[src/rtl/imm_gen_pipe_if.sv]
// Upstream/downstream bundle for the immediate-generation stage.
// out_misalign exists only when IMM_MISALIGN_CHK_EN is defined.
interface imm_gen_pipe_if #(
    parameter int XLEN = 32
);
    logic            in_valid;
    logic            in_ready;
    logic [31:0]     in_instr;
    logic [XLEN-1:0] in_pc;
    logic [XLEN-1:0] in_rs1;
    logic            out_valid;
    logic            out_ready;
    logic [XLEN-1:0] out_imm;
    logic [2:0]      out_type;
    logic [XLEN-1:0] out_target;
    logic            out_is_ctrl;
    logic [31:0]     out_instr;
    logic [XLEN-1:0] out_pc;
`ifdef IMM_MISALIGN_CHK_EN
    logic            out_misalign;
`endif

    modport master (
`ifdef IMM_MISALIGN_CHK_EN
        input  out_misalign,
`endif
        output in_valid, in_instr, in_pc, in_rs1, out_ready,
        input  in_ready, out_valid, out_imm, out_type, out_target,
        input  out_is_ctrl, out_instr, out_pc
    );

    modport slave (
`ifdef IMM_MISALIGN_CHK_EN
        output out_misalign,
`endif
        input  in_valid, in_instr, in_pc, in_rs1, out_ready,
        output in_ready, out_valid, out_imm, out_type, out_target,
        output out_is_ctrl, out_instr, out_pc
    );
endinterface

[src/rtl/imm_gen_pipe.sv]
// Registered RV immediate decode + target compute, valid/ready with optional skid entry.
// Define IMM_MISALIGN_CHK_EN to add out_misalign for control-flow targets.
module imm_gen_pipe #(
    parameter int XLEN    = 32,
    parameter bit SKID_EN = 1'b1
) (
    input  logic          clk,
    input  logic          rst_n,
    input  logic          flush,
    imm_gen_pipe_if.slave bus
);
    localparam logic [2:0] T_NONE  = 3'd0;
    localparam logic [2:0] T_I     = 3'd1;
    localparam logic [2:0] T_S     = 3'd2;
    localparam logic [2:0] T_B     = 3'd3;
    localparam logic [2:0] T_U     = 3'd4;
    localparam logic [2:0] T_J     = 3'd5;
    localparam logic [2:0] T_SHAMT = 3'd6;

    localparam logic [6:0] OP_LUI    = 7'b0110111;
    localparam logic [6:0] OP_AUIPC  = 7'b0010111;
    localparam logic [6:0] OP_JAL    = 7'b1101111;
    localparam logic [6:0] OP_JALR   = 7'b1100111;
    localparam logic [6:0] OP_LOAD   = 7'b0000011;
    localparam logic [6:0] OP_SYSTEM = 7'b1110011;
    localparam logic [6:0] OP_IMM    = 7'b0010011;
    localparam logic [6:0] OP_IMM32  = 7'b0011011;
    localparam logic [6:0] OP_STORE  = 7'b0100011;
    localparam logic [6:0] OP_BRANCH = 7'b1100011;

    typedef struct packed {
        logic [XLEN-1:0] imm;
        logic [2:0]      typ;
        logic [XLEN-1:0] target;
        logic            is_ctrl;
        logic [31:0]     instr;
        logic [XLEN-1:0] pc;
`ifdef IMM_MISALIGN_CHK_EN
        logic            misalign;
`endif
    } entry_t;

    logic [31:0]     ins;
    logic [6:0]      op;
    logic            is_shift;
    logic [XLEN-1:0] jalr_sum;
    entry_t          dec;
    entry_t          out_q;
    logic            out_v;
    logic            in_ready;
    logic            accept;

    assign ins      = bus.in_instr;
    assign op       = ins[6:0];
    assign is_shift = (ins[13:12] == 2'b01);  // funct3 001 or 101

    always_comb begin
        dec       = '0;
        dec.instr = ins;
        dec.pc    = bus.in_pc;
        jalr_sum  = '0;
        case (op)
            OP_LUI, OP_AUIPC: begin
                dec.typ = T_U;
                dec.imm = XLEN'($signed({ins[31:12], 12'b0}));
            end
            OP_JAL: begin
                dec.typ = T_J;
                dec.imm = XLEN'($signed({ins[31], ins[19:12], ins[20], ins[30:21], 1'b0}));
            end
            OP_JALR, OP_LOAD, OP_SYSTEM: begin
                dec.typ = T_I;
                dec.imm = XLEN'($signed(ins[31:20]));
            end
            OP_IMM: begin
                if (is_shift) begin
                    dec.typ = T_SHAMT;
                    dec.imm = (XLEN == 64) ? XLEN'(ins[25:20]) : XLEN'(ins[24:20]);
                end else begin
                    dec.typ = T_I;
                    dec.imm = XLEN'($signed(ins[31:20]));
                end
            end
            OP_IMM32: begin
                // Word-immediate ops only exist on RV64; on RV32 this opcode decodes as NONE.
                if (XLEN == 64) begin
                    if (is_shift) begin
                        dec.typ = T_SHAMT;
                        dec.imm = XLEN'(ins[24:20]);
                    end else begin
                        dec.typ = T_I;
                        dec.imm = XLEN'($signed(ins[31:20]));
                    end
                end
            end
            OP_STORE: begin
                dec.typ = T_S;
                dec.imm = XLEN'($signed({ins[31:25], ins[11:7]}));
            end
            OP_BRANCH: begin
                dec.typ = T_B;
                dec.imm = XLEN'($signed({ins[31], ins[7], ins[30:25], ins[11:8], 1'b0}));
            end
            default: ;
        endcase

        case (op)
            OP_JAL, OP_BRANCH, OP_AUIPC: dec.target = bus.in_pc + dec.imm;
            OP_JALR: begin
                jalr_sum   = bus.in_rs1 + dec.imm;
                dec.target = {jalr_sum[XLEN-1:1], 1'b0};
            end
            default: ;
        endcase
        dec.is_ctrl = (op == OP_JAL) || (op == OP_JALR) || (op == OP_BRANCH);
`ifdef IMM_MISALIGN_CHK_EN
        dec.misalign = dec.is_ctrl && (dec.target[1:0] != 2'b00);
`endif
    end

    assign accept = bus.in_valid && in_ready && !flush;

    generate
        if (SKID_EN) begin : g_skid
            entry_t skid_q;
            logic   skid_v;
            logic   rdy_q;

            // rdy_q tracks !skid_v one edge late, so upstream never sees a combinational path.
            always_ff @(posedge clk or negedge rst_n) begin
                if (!rst_n) begin
                    out_q  <= '0;
                    out_v  <= 1'b0;
                    skid_q <= '0;
                    skid_v <= 1'b0;
                    rdy_q  <= 1'b0;
                end else if (flush) begin
                    out_v  <= 1'b0;
                    skid_v <= 1'b0;
                    rdy_q  <= 1'b1;
                end else if (!out_v || bus.out_ready) begin
                    rdy_q <= 1'b1;
                    if (skid_v) begin
                        out_q  <= skid_q;
                        out_v  <= 1'b1;
                        skid_v <= 1'b0;
                    end else begin
                        out_v <= accept;
                        if (accept) out_q <= dec;
                    end
                end else if (accept) begin
                    skid_q <= dec;
                    skid_v <= 1'b1;
                    rdy_q  <= 1'b0;
                end else begin
                    rdy_q <= !skid_v;
                end
            end

            assign in_ready = rdy_q;
        end else begin : g_noskid
            always_ff @(posedge clk or negedge rst_n) begin
                if (!rst_n) begin
                    out_q <= '0;
                    out_v <= 1'b0;
                end else if (flush) begin
                    out_v <= 1'b0;
                end else if (accept) begin
                    out_q <= dec;
                    out_v <= 1'b1;
                end else if (bus.out_ready) begin
                    out_v <= 1'b0;
                end
            end

            assign in_ready = !out_v || bus.out_ready;
        end
    endgenerate

    assign bus.in_ready    = in_ready;
    assign bus.out_valid   = out_v;
    assign bus.out_imm     = out_q.imm;
    assign bus.out_type    = out_q.typ;
    assign bus.out_target  = out_q.target;
    assign bus.out_is_ctrl = out_q.is_ctrl;
    assign bus.out_instr   = out_q.instr;
    assign bus.out_pc      = out_q.pc;
`ifdef IMM_MISALIGN_CHK_EN
    assign bus.out_misalign = out_q.misalign;
`endif
endmodule

[src/flat_wrapper.sv]
// flat-port wrapper written by rule: the top's interface ports become plain ports
module imm_gen_pipe_flat 
#(
    parameter int XLEN    = 32,
    parameter bit SKID_EN = 1'b1
)
  (clk, rst_n, flush, bus_in_valid, bus_in_instr, bus_in_pc, bus_in_rs1, bus_out_ready, bus_in_ready, bus_out_valid, bus_out_imm, bus_out_type, bus_out_target, bus_out_is_ctrl, bus_out_instr, bus_out_pc);
  imm_gen_pipe_if #(.XLEN(XLEN)) bus_i ();
  input  logic clk;
  input  logic rst_n;
  input  logic flush;
  input wire logic [$bits(bus_i.in_valid)-1:0] bus_in_valid;
  input wire logic [$bits(bus_i.in_instr)-1:0] bus_in_instr;
  input wire logic [$bits(bus_i.in_pc)-1:0] bus_in_pc;
  input wire logic [$bits(bus_i.in_rs1)-1:0] bus_in_rs1;
  input wire logic [$bits(bus_i.out_ready)-1:0] bus_out_ready;
  output wire logic [$bits(bus_i.in_ready)-1:0] bus_in_ready;
  output wire logic [$bits(bus_i.out_valid)-1:0] bus_out_valid;
  output wire logic [$bits(bus_i.out_imm)-1:0] bus_out_imm;
  output wire logic [$bits(bus_i.out_type)-1:0] bus_out_type;
  output wire logic [$bits(bus_i.out_target)-1:0] bus_out_target;
  output wire logic [$bits(bus_i.out_is_ctrl)-1:0] bus_out_is_ctrl;
  output wire logic [$bits(bus_i.out_instr)-1:0] bus_out_instr;
  output wire logic [$bits(bus_i.out_pc)-1:0] bus_out_pc;
  assign bus_i.in_valid = bus_in_valid;
  assign bus_i.in_instr = bus_in_instr;
  assign bus_i.in_pc = bus_in_pc;
  assign bus_i.in_rs1 = bus_in_rs1;
  assign bus_i.out_ready = bus_out_ready;
  assign bus_in_ready = bus_i.in_ready;
  assign bus_out_valid = bus_i.out_valid;
  assign bus_out_imm = bus_i.out_imm;
  assign bus_out_type = bus_i.out_type;
  assign bus_out_target = bus_i.out_target;
  assign bus_out_is_ctrl = bus_i.out_is_ctrl;
  assign bus_out_instr = bus_i.out_instr;
  assign bus_out_pc = bus_i.out_pc;
  imm_gen_pipe #(.XLEN(XLEN), .SKID_EN(SKID_EN)) u_core (.clk(clk), .rst_n(rst_n), .flush(flush), .bus(bus_i));
endmodule
[config.mk]
export PLATFORM = sky130hd
export DESIGN_NAME = imm_gen_pipe_flat
export DESIGN_NICKNAME = d
export VERILOG_FILES = /design/src/rtl/imm_gen_pipe_if.sv /design/src/rtl/imm_gen_pipe.sv /design/src/flat_wrapper.sv
export SDC_FILE = /design/constraint.sdc
export NUM_CORES = 1
export LEC_CHECK = 0
export BUFFER_PORTS_ARGS = -buffer_cell sky130_fd_sc_hd__buf_4
export CORE_UTILIZATION = 40
export DETAILED_ROUTE_END_ITERATION = 10
export SETUP_SLACK_MARGIN = 0.02
export SYNTH_ARGS = -nofsm -noshare
export SYNTH_HDL_FRONTEND = slang
export SYNTH_SLANG_ARGS = --single-unit
export TNS_END_PERCENT = 30
[constraint.sdc]
create_clock -name clk -period 4.7 [get_ports clk]
set_input_delay 0.47 -clock clk [delete_from_list [all_inputs] [get_ports clk]]
set_output_delay 0.47 -clock clk [all_outputs]
set_load 0.01 [all_outputs]
==> impl_metrics.csv, run 1 <==
group,metric,value,unit
run_status,status,"finished clean",
global_route,grt_first_pass_wirelength,79.4,mm
yosys,synthDominantAreaCellType,"dfrtp_1",
yosys,synthesis.area_per_instance,8.46,µm²
yosys,synth.ff_latch_count,267,
die,horizontal_die_dimension,197,µm
clock_network,htree_num_levels,1,
yosys,synth_enable_flop_cells,0,
worst_setup_path,worst_path_most_repeated_cell,"o21ai_0",
pwr,clock_power_share,40.1,%
sta,hold_viol_final,0,
pwr,ir_drop,0.306,mV
worst_setup_path,timing_worst_setup_path_type,"in -> reg",
sta,final_period_minus_worst_setup_slack,4.25,ns
global_route,globalRouteMet3Util,4.31,%
worst_setup_path,cpMaxStageDelayCell,"a311oi_1",
sta,rsz0062_at_grt,"false",
worst_setup_path,cp_data_arrival_time,4.68,ns
detailed_routing,route.final.wire_length,51.7,mm
worst_setup_path,timing.critical_path.required,5.13,ns
sta,timing_max_transition_violations_final,0,
final_layout,post_route_cells_drive_above_1_share,19.8,%
final_layout,synthToLayoutAreaGrowth,26.1,%
yosys,netlist_instances,1795,
yosys,synth.area.top_cells,"dfrtp_1 44%, nand2_1 11%, o21ai_0 7.6%",
clock_network,cts.root.buffer_cell,"clkbuf_16",
global_route,grt_max_degree,116,
min_path,holdCritPathClass,"in -> reg",
sta,relative_slew_margins,30.8,%
detailed_routing,viasPerCell,5.38,
global_route,met1_usage,36.0,%
clock_network,max-clock-path-buffers,3,
global_route,grt-busiest-layer,"met2",
pwr,cell_internal_pwr,4.58,mW
detailed_routing,route.detailed.drc,0,
detailed_routing,post_drt_wl_per_cell,19.8,µm
detailed_routing,dr.pass1.iters,5,
flow_run,maxCapViolCount,0,
placement,port_buffers,234,
final_layout,antenna_cells_inserted,0,
die,placeableCoreArea,37500,µm²
yosys,netlist_area,15200,µm²
die,die_area,38800,µm²
worst_setup_path,cp_slowest_stage_delay,0.41,ns
clock_network,cts_num_sinks,267,
pwr,p_leak,9.37,nW
pwr,netSwitchingFraction,28.1,%
sta,final_min_period_over_clock_period,90.5,%
yosys,yosys.area.top_type_share,44.0,%
final_layout,postLayoutCoreUtil,51.1,%
die,die_height,197,µm
detailed_routing,antenna_left,0,
global_route,grt_antenna_before_repair,0,
clock_network,clock_tree_from_tritoncts,"done",
worst_setup_path,worstPathCellList,"buf_4 > nor2b_1 > o21ai_0 > a32oi_1 > o32ai_1 > buf_4 > and2_1 > a21oi_1 > inv_1 > ha_1 > and3_1 > a221o_1 > a311oi_1 > o21ai_0 > buf_4 > a21oi_1 > xor2_1 > o21ai_0 > a211oi_1 > o21ai_0",
global_route,first_global_vias,13600,
sta,worstMarginPinSlew,1.03,ns
pwr,switching_power,1.79,mW
clock_network,cts-buffers-inserted,31,
detailed_routing,detailroute.via_count,14000,
detailed_routing,first_iter_violations,958,
sta,finClkSkew,0.0214,ns
worst_setup_path,crit_path_end_kind,"register",
placement,worst_slack_at_placement,-0.161,ns
yosys,synth.yosys.seq_area_share,44.0,%
placement,dp.final_hpwl,38.5,mm
sta,setup_ws,0.449,ns
die,ios,235,
placement,globalplace.congestion,0.919,
yosys,synthTopCellsByCount,"432 x nand2_1, 267 x dfrtp_1, 231 x o21ai_0",
sta,fin_hold_ws,0.0590,ns
die,start_util,40.5,%
yosys,synth.distinct_cells,78,
final_layout,num-nets-final,2231,
worst_setup_path,cp-start-kind,"primary input",
clock_network,clkSlewWorstSetupHoldPaths,0.06,ns
pwr,combPwrFrac,17.2,%
worst_setup_path,worst-path-buf-inv,4,
worst_setup_path,maximum_fanout_encountered_on_the_critical_timing_path,7,
global_route,global_route.usage.total,26.6,%
global_route,globalRouteOverflowTotal,0,
yosys,post-synth-top-count-cell,"nand2_1",
yosys,synthArstFlopShare,100,%
die,core.rowCount,71,
pwr,power.density,333,nW/µm²
yosys,postSynthNetCount,1959,
yosys,postSynth.topFlopCell,"dfrtp_1",
worst_setup_path,cp_top_delay_family,"compound AO/OA/AOI/OAI gates",
sta,timing.fmax,235,MHz
sta,setup_viol,0,
pwr,sequentialPowerShare,42.8,%
global_route,global_route.usage.met2,43.6,%
yosys,synth.yosys.warnings,0,
clock_network,latest_clock_arrival_within_the_worst_skew_pair,0.60,ns
==> metal layers <==
layer | wire length (µm) | share of wire (%)
met2 | 24100 | 47
met5 | 0 | 0
met1 | 23200 | 45
met3 | 2830 | 5.5
met4 | 1550 | 3.0
==> registers in the layout (all words and copies together), names as in the netlist <==
signal and cells:
u_core.bus.out_valid 1, u_core.g_skid.skid_q 132, u_core.bus.out_pc 32, u_core.bus.out_imm 32, u_core.bus.out_instr 32, u_core.bus.out_type 3
u_core.bus.out_is_ctrl 1, u_core.g_skid.skid_v 1, u_core.bus.in_ready 1, u_core.bus.out_target 32
==> placed cells by master, fill, tap and decap left out, types with 12 or more instances in the layout <==
master,synthesis,final
buf_4,2,338
dfrtp_1,267,266
nand3_1,14,14
and3_1,17,17
o21ai_0,231,231
clkbuf_16,0,31
o211ai_1,12,12
nor2_1,103,103
a21oi_1,147,147
nand4_1,13,13
xor2_1,21,21
nand2_1,432,431
ha_1,61,61
a22oi_1,21,21
a21o_1,20,20
a211oi_1,12,12
nor3_1,13,12
mux2i_1,72,72
a31oi_1,13,13
xnor2_1,27,27
o21a_1,15,15
inv_1,53,53
==> per-stage QoR <==
stage                     power (mW)  instance area [µm²]  instances  TNS (ns)
after floorplan                 3.28                15200       1795         0
after global placement          3.84                18100       2544         0
after detailed placement        3.86                18100       2544    -0.445
after CTS                       6.43                19200       2603         0
after global routing            6.67                19200       2603         0
final                           6.37                19200       2603         0
==> worst register-to-register path, cell delays in order (launching register included) <==
cell,delay [ns]
dfrtp_4,0.67
a21oi_1,0.30
nor2_1,0.12
nand2_4,0.64
buf_12,0.43
buf_4,0.28
o21ai_0,0.09
==> layout make-up <==
class                   count  area (µm²)
fillers                  3639       18300
multi-input cells        1371        7920
flip-flops and latches    267        6690
repair buffers            343        2620
clock buffers              47         936
well taps                 511         639
inverters                  53         199
clock inverters            11         155
==> what timing repair did <==
| item | CTS | global route |
|---|---|---|
| hold buffers | 1 | 0 |
| resized for setup | 0 | 0 |
| hold endpoints to repair | 86 | 0 |
| setup buffers | 0 | 0 |
==> worst paths after layout <==
check / from / to / slack, ns / cells past startpoint
min reg2reg: u_core.g_skid.skid_q[91] / u_core.g_skid.skid_q[91] / 0.47 / 2
max: bus_in_instr[13] / u_core.g_skid.skid_q[94] / 0.45 / 20
min: flush / u_core.bus.out_valid / 0.06 / 2
max in group asynchronous: rst_n / u_core.bus.out_type[1] / 3.07 / 3
min in group asynchronous: rst_n / u_core.bus.out_instr[20] / 0.49 / 2
max reg2reg: u_core.g_skid.skid_v / u_core.bus.out_imm[13] / 2.06 / 6
==> power groups by stage <==
stage               logic [mW]  clock network, mW  registers [mW]
floorplan                0.497                  0            2.79
global placement          1.08                  0            2.76
detailed placement        1.10                  0            2.77
CTS                       1.10               2.60            2.73
global route              1.22               2.69            2.76
finish                    1.10               2.55            2.73
==> kinds of logic (layout without fill, tap and decap cells) <==
logic type                 count (synthesis)  count (layout)  share of synthesized area (%)
buffers and inverters                    157             454                           4.04
adders and majority gates                 63              63                           5.29
xor gates and xnor gates                  50              50                           3.03
and+or+nand+nor                          644             644                           17.8
muxes                                     73              73                           4.82
DFF                                      267             267                           44.0
AOI/OAI and AO/OA                        541             541                           21.0
Power figures use the tool's default switching activity.
==> inputs of run 2 (changes only) <==
==> constraint.sdc (replaced) <==
create_clock -name clk -period 5.2 [get_ports clk]
set_input_delay 0.52 -clock clk [delete_from_list [all_inputs] [get_ports clk]]
set_output_delay 0.52 -clock clk [all_outputs]
set_load 0.01 [all_outputs]
==> impl_metrics.csv, run 2 (synthesis results as in run 1) <==
group,metric,value,unit
run_status,status,"finished clean",
detailed_routing,post_drt_wl_per_cell,19.8,µm
sta,finClkSkew,0.0184,ns
worst_setup_path,worst-path-buf-inv,5,
clock_network,max-clock-path-buffers,3,
die,placeableCoreArea,37500,µm²
detailed_routing,viasPerCell,5.40,
worst_setup_path,timing_worst_setup_path_type,"in -> reg",
worst_setup_path,cpMaxStageDelayCell,"ha_1",
final_layout,most_frequent_standard_cell_in_the_layout_excluding_fill_and_tap_cells,"nand2_1",
global_route,grt_first_pass_wirelength,77.0,mm
min_path,hold_path_end,"u_core.bus.out_valid",
worst_setup_path,cp-start-kind,"primary input",
clock_network,cts-buffers-inserted,30,
global_route,globalRouteMet3Util,3.54,%
die,horizontal_die_dimension,197,µm
sta,rsz0062_at_grt,"false",
min_path,worst_hold_startpoint,"flush",
sta,final_period_minus_worst_setup_slack,4.61,ns
final_layout,synthToLayoutAreaGrowth,21.8,%
sta,hold_viol_final,0,
final_layout,layout_common_cells,"431 x nand2_1, 266 x dfrtp_1, 255 x buf_4",
final_layout,number_of_flip_flops_in_the_largest_register,132,
detailed_routing,first_iter_violations,1092,
global_route,grt_antenna_before_repair,0,
sta,timing.fmax,217,MHz
detailed_routing,route.final.wire_length,49.9,mm
sta,worstMarginPinSlew,1.19,ns
placement,place_area,17500,µm²
sta,relative_slew_margins,19.7,%
worst_setup_path,maximum_fanout_encountered_on_the_critical_timing_path,7,
global_route,met1_usage,35.2,%
global_route,global_route.usage.total,25.7,%
global_route,global_route.usage.met2,42.9,%
clock_network,cts.root.buffer_cell,"clkbuf_16",
placement,port_buffers,234,
clock_network,clock_tree_from_tritoncts,"done",
clock_network,cts_repair_resize_count,0,
die,die_height,197,µm
worst_setup_path,cp_top_delay_family,"compound AO/OA/AOI/OAI gates",
worst_setup_path,setup.worst_path.start,"bus_in_instr[12]",
worst_setup_path,cp_slowest_stage_delay,0.46,ns
final_layout,max_flop_register,"u_core.g_skid.skid_q",
sta,setup_ws,0.589,ns
clock_network,cts_num_sinks,267,
sta,fin_hold_ws,0.118,ns
pwr,ir_drop,0.276,mV
min_path,holdCritPathClass,"in -> reg",
worst_setup_path,timing.critical_path.required,5.65,ns
worst_setup_path,worst_path_most_repeated_cell,"buf_4",
worst_setup_path,reg2reg_from,"u_core.g_skid.skid_v",
detailed_routing,dr.pass1.iters,5,
global_route,grt_max_degree,165,
placement,dp.final_hpwl,36.5,mm
die,start_util,40.5,%
flow_run,maxCapViolCount,0,
clock_network,latest_clock_arrival_within_the_worst_skew_pair,0.59,ns
sta,final_min_period_over_clock_period,88.7,%
worst_setup_path,worstPathCellList,"buf_4 > nor2b_1 > o21ai_0 > a32oi_1 > o32ai_1 > buf_4 > and2_1 > a21oi_1 > inv_1 > ha_1 > and3_1 > a221o_1 > a311oi_1 > buf_4 > o21ai_0 > buf_4 > nand3_1 > and2_1 > xnor2_1 > a22oi_1 > o21ai_1",
sta,setup_viol,0,
global_route,globalRouteOverflowTotal,0,
placement,worst_slack_at_placement,0.0937,ns
worst_setup_path,crit_path_end_kind,"register",
final_layout,post_route_cells_drive_above_1_share,16.5,%
final_layout,num-nets-final,2148,
min_path,hold_depth,2,
sta,timing.setup.tns,0,ns
pwr,total_power,5.59,mW
clock_network,htree_num_levels,1,
worst_setup_path,timing.reg2reg.worst_path_depth,5,
pwr,power.density,302,nW/µm²
global_route,first_global_vias,13000,
final_layout,post-route-cell-area,18500,µm²
final_layout,antenna_cells_inserted,0,
placement,globalplace.congestion,0.926,
detailed_routing,detailroute.via_count,13600,
worst_setup_path,r2r_setup_slack,2.49,ns
detailed_routing,antenna_left,0,
die,ios,235,
global_route,grt-busiest-layer,"met2",
worst_setup_path,cp_data_arrival_time,5.06,ns
die,die_area,38800,µm²
die,core.rowCount,71,
pwr,p_leak,8.96,nW
sta,timing_max_transition_violations_final,0,
final_layout,final.fill_count,3705,
clock_network,clkSlewWorstSetupHoldPaths,0.06,ns
worst_setup_path,capturing_point_of_the_worst_reg2reg_path,"u_core.bus.out_pc[3]",
detailed_routing,route.detailed.drc,0,
==> run 2: timing repair <==
action                    in CTS  in global routing
setup buffers                  0                  0
hold buffers                   1                  0
hold endpoints to repair      66                  0
==> run 2: metrics by stage <==
stage	util [%]	instances
floorplan	-	1795
global placement	46.6	2462
detailed placement	46.6	2462
CTS	49.4	2518
global route	49.4	2518
finish	49.4	2518
==> run 2: layer usage <==
layer | vias up | wire (µm)
met5 | - | 0
met4 | 0 | 1170
met3 | 68 | 2360
met2 | 367 | 23700
met1 | 6514 | 22700
li1 | 6638 | -
==> run 2: area by class of cell <==
class | instances | area, µm² | share of cell area, %
clock buffer | 44 | 903 | 4.88
clock inverter | 11 | 140 | 0.757
inverter | 53 | 199 | 1.08
multi-input combinational | 1371 | 7920 | 42.8
sequential | 267 | 6690 | 36.1
tap | 511 | 639 | 3.46
timing repair buffer | 261 | 2020 | 10.9
==> run 2: worst reg2reg max path: cells and delay by family, from the launching register on <==
family                 cells  cell delay (ns)
AOI/OAI and AO/OA          2             0.62
buffers and inverters      1             0.54
DFF                        1             0.66
and+or+nand+nor            2             0.74
==> run 2: where the power goes <==
part           total, mW  internal, mW  leakage, nW  switching (mW)
Clock               2.19          1.30        0.515           0.882
Sequential          2.46          2.32         3.51           0.136
Combinational      0.940         0.395         4.94           0.545
==> run 2: worst max-delay path by stage <==
| stage | to | cells after the start |
|---|---|---|
| 6_report | u_core.bus.out_target[25] | 21 |
| 5_1_grt | u_core.bus.out_target[25] | 21 |
| 4_1_cts | u_core.bus.out_target[25] | 21 |
| 3_5_place_dp | u_core.bus.out_target[25] | 21 |
| 3_3_place_gp | u_core.bus.out_target[25] | 21 |
| 2_1_floorplan | u_core.bus.out_target[27] | 17 |
==> inputs of run 3 (changes only) <==
==> constraint.sdc (replaced) <==
create_clock -name clk -period 5.2 [get_ports clk]
set_input_delay 0.26 -clock clk [delete_from_list [all_inputs] [get_ports clk]]
set_output_delay 0.26 -clock clk [all_outputs]
set_load 0.01 [all_outputs]
==> impl_metrics.csv, run 3 (synthesis results as in run 1) <==
group,metric,value,unit
final_layout,max_flop_register,"u_core.g_skid.skid_q",
clock_network,latest_clock_arrival_within_the_worst_skew_pair,0.59,ns
worst_setup_path,crit_path_end_kind,"register",
global_route,grt_max_degree,125,
global_route,grt_first_pass_wirelength,78.5,mm
worst_setup_path,capturing_point_of_the_worst_reg2reg_path,"u_core.bus.out_pc[1]",
detailed_routing,viasPerCell,5.40,
detailed_routing,detailroute.wirelength.met3,2.63,mm
die,ios,235,
flow_run,maxCapViolCount,0,
final_layout,antenna_cells_inserted,0,
min_path,hold_depth,3,
sta,timing.setup.tns,0,ns
detailed_routing,dr.pass1.iters,6,
final_layout,layout_common_cells,"431 x nand2_1, 266 x dfrtp_1, 248 x buf_4",
final_layout,num-nets-final,2203,
sta,final_min_period_over_clock_period,89.9,%
clock_network,clkSlewWorstSetupHoldPaths,0.06,ns
detailed_routing,routed-wl-met2,23.8,mm
detailed_routing,route.final.wire_length,51.0,mm
detailed_routing,post_drt_wl_per_cell,19.8,µm
worst_setup_path,timing_worst_setup_path_type,"in -> reg",
detailed_routing,met1_length,23.0,mm
die,start_util,40.5,%
placement,globalplace.congestion,0.919,
die,placeableCoreArea,37500,µm²
detailed_routing,first_iter_violations,1100,
sta,setup_viol,0,
die,horizontal_die_dimension,197,µm
placement,port_buffers,234,
sta,fin_hold_ws,0.0374,ns
clock_network,cts_num_sinks,267,
sta,timing.fmax,214,MHz
worst_setup_path,cp_data_arrival_time,5.11,ns
clock_network,max-clock-path-buffers,3,
detailed_routing,top_signal_layer_used,"met4",
final_layout,synthToLayoutAreaGrowth,25.6,%
worst_setup_path,r2r_setup_slack,2.19,ns
sta,final_period_minus_worst_setup_slack,4.67,ns
detailed_routing,detailroute.via_count,13900,
pwr,p_leak,9.19,nW
pwr,total_power,5.68,mW
sta,rsz0062_at_grt,"false",
global_route,grt_antenna_before_repair,0,
clock_network,clock_tree_from_tritoncts,"done",
clock_network,cts.root.buffer_cell,"clkbuf_16",
global_route,global_route.usage.total,26.3,%
final_layout,most_frequent_standard_cell_in_the_layout_excluding_fill_and_tap_cells,"nand2_1",
run_status,status,"finished clean",
sta,relative_slew_margins,20.7,%
detailed_routing,antenna_left,0,
clock_network,cts-buffers-inserted,30,
clock_network,post_cts_buffers,0,
min_path,worst_hold_startpoint,"bus_in_valid",
worst_setup_path,timing.critical_path.required,5.64,ns
global_route,first_global_vias,13300,
placement,place_area,17400,µm²
min_path,holdCritPathClass,"in -> reg",
placement,worst_slack_at_placement,0.572,ns
final_layout,post_route_cells_drive_above_1_share,15.7,%
final_layout,number_of_flip_flops_in_the_largest_register,132,
pwr,power.density,298,nW/µm²
worst_setup_path,timing.reg2reg.worst_path_depth,4,
die,die_area,38800,µm²
final_layout,final.fill_count,3648,
placement,dp.final_hpwl,37.2,mm
detailed_routing,route.detailed.drc,0,
sta,setup_ws,0.527,ns
pwr,ir_drop,0.254,mV
global_route,globalRouteOverflowTotal,0,
die,die_height,197,µm
worst_setup_path,maximum_fanout_encountered_on_the_critical_timing_path,11,
clock_network,cts_repair_resize_count,0,
final_layout,post-route-cell-area,19100,µm²
clock_network,htree_num_levels,1,
min_path,hold_path_end,"u_core.bus.out_valid",
worst_setup_path,reg2reg_from,"u_core.g_skid.skid_v",
worst_setup_path,cp-start-kind,"primary input",
sta,timing_max_transition_violations_final,0,
sta,hold_viol_final,0,
sta,worstMarginPinSlew,1.18,ns
sta,finClkSkew,0.0107,ns
die,core.rowCount,71,
run 3: cell count changes in the layout (fill, tap and decap cells not counted), sizes merged:
cell | previous run | this run
inv | 55 | 54
bufinv | 2 | 3
clkbuf | 44 | 43
clkinvlp | 1 | 0
buf | 260 | 252
dlygate4sd3 | 1 | 64
run 3: layout make-up:
type,count,area [µm²],share of cell area (%)
well taps,511,639,3.35
multi-input cells,1371,7920,41.5
inverters,53,199,1.04
clock inverters,10,154,0.807
clock buffers,43,900,4.72
flip-flops and latches,267,6690,35.0
repair buffers,316,2580,13.5
run 3: where the power goes:
group / total, mW / switching (mW) / internal, mW
registers: 2.46 / 0.137 / 2.32
clock network: 2.24 / 0.892 / 1.35
logic: 0.979 / 0.556 / 0.423
total: 5.68 / 1.59 / 4.10
run 3: how the worst max path moves through the flow:
stage	slack, ns	start	to	cells past startpoint
3_5_place_dp	0.57	bus_in_instr[13]	u_core.g_skid.skid_q[94]	20
2_1_floorplan	1.34	bus_in_instr[5]	u_core.bus.out_target[27]	17
3_3_place_gp	0.69	bus_in_instr[13]	u_core.g_skid.skid_q[94]	20
5_1_grt	0.27	bus_in_instr[13]	u_core.bus.out_target[29]	21
4_1_cts	0.58	bus_in_instr[13]	u_core.bus.out_target[29]	21
6_report	0.53	bus_in_instr[13]	u_core.bus.out_target[29]	21
run 3: through the flow:
stage / instances / util (%)
detailed placement: 2454 / 46.4
floorplan: 1795 / -
global placement: 2454 / 46.4
CTS: 2571 / 50.9
global route: 2571 / 50.9
finish: 2571 / 50.9
run 3: timing repair:
| action | CTS | global route |
|---|---|---|
| endpoints found under the setup margin | 0 | 0 |
| hold buffers | 64 | 0 |
| endpoints found under the hold margin | 195 | 0 |
run 3: critical path, cell delays in order:
cell,delay [ns]
dlygate4sd3_1,0.55
buf_4,0.16
nor2b_1,0.23
o21ai_0,0.12
a32oi_1,0.28
o32ai_1,0.13
buf_4,0.18
and2_1,0.29
a21oi_1,0.28
inv_1,0.15
ha_1,0.40
and3_1,0.22
a221o_1,0.35
a311oi_1,0.27
buf_4,0.18
o21ai_0,0.22
a21oi_1,0.23
xor2_1,0.16
o21ai_0,0.09
a211oi_1,0.25
o21ai_0,0.13
run 3: layer usage:
layer,global-route usage [%],up-vias
li1,-,6751
met1,36.5,6605
met2,43.2,445
met3,2.93,81
met4,7.81,0
met5,0,-
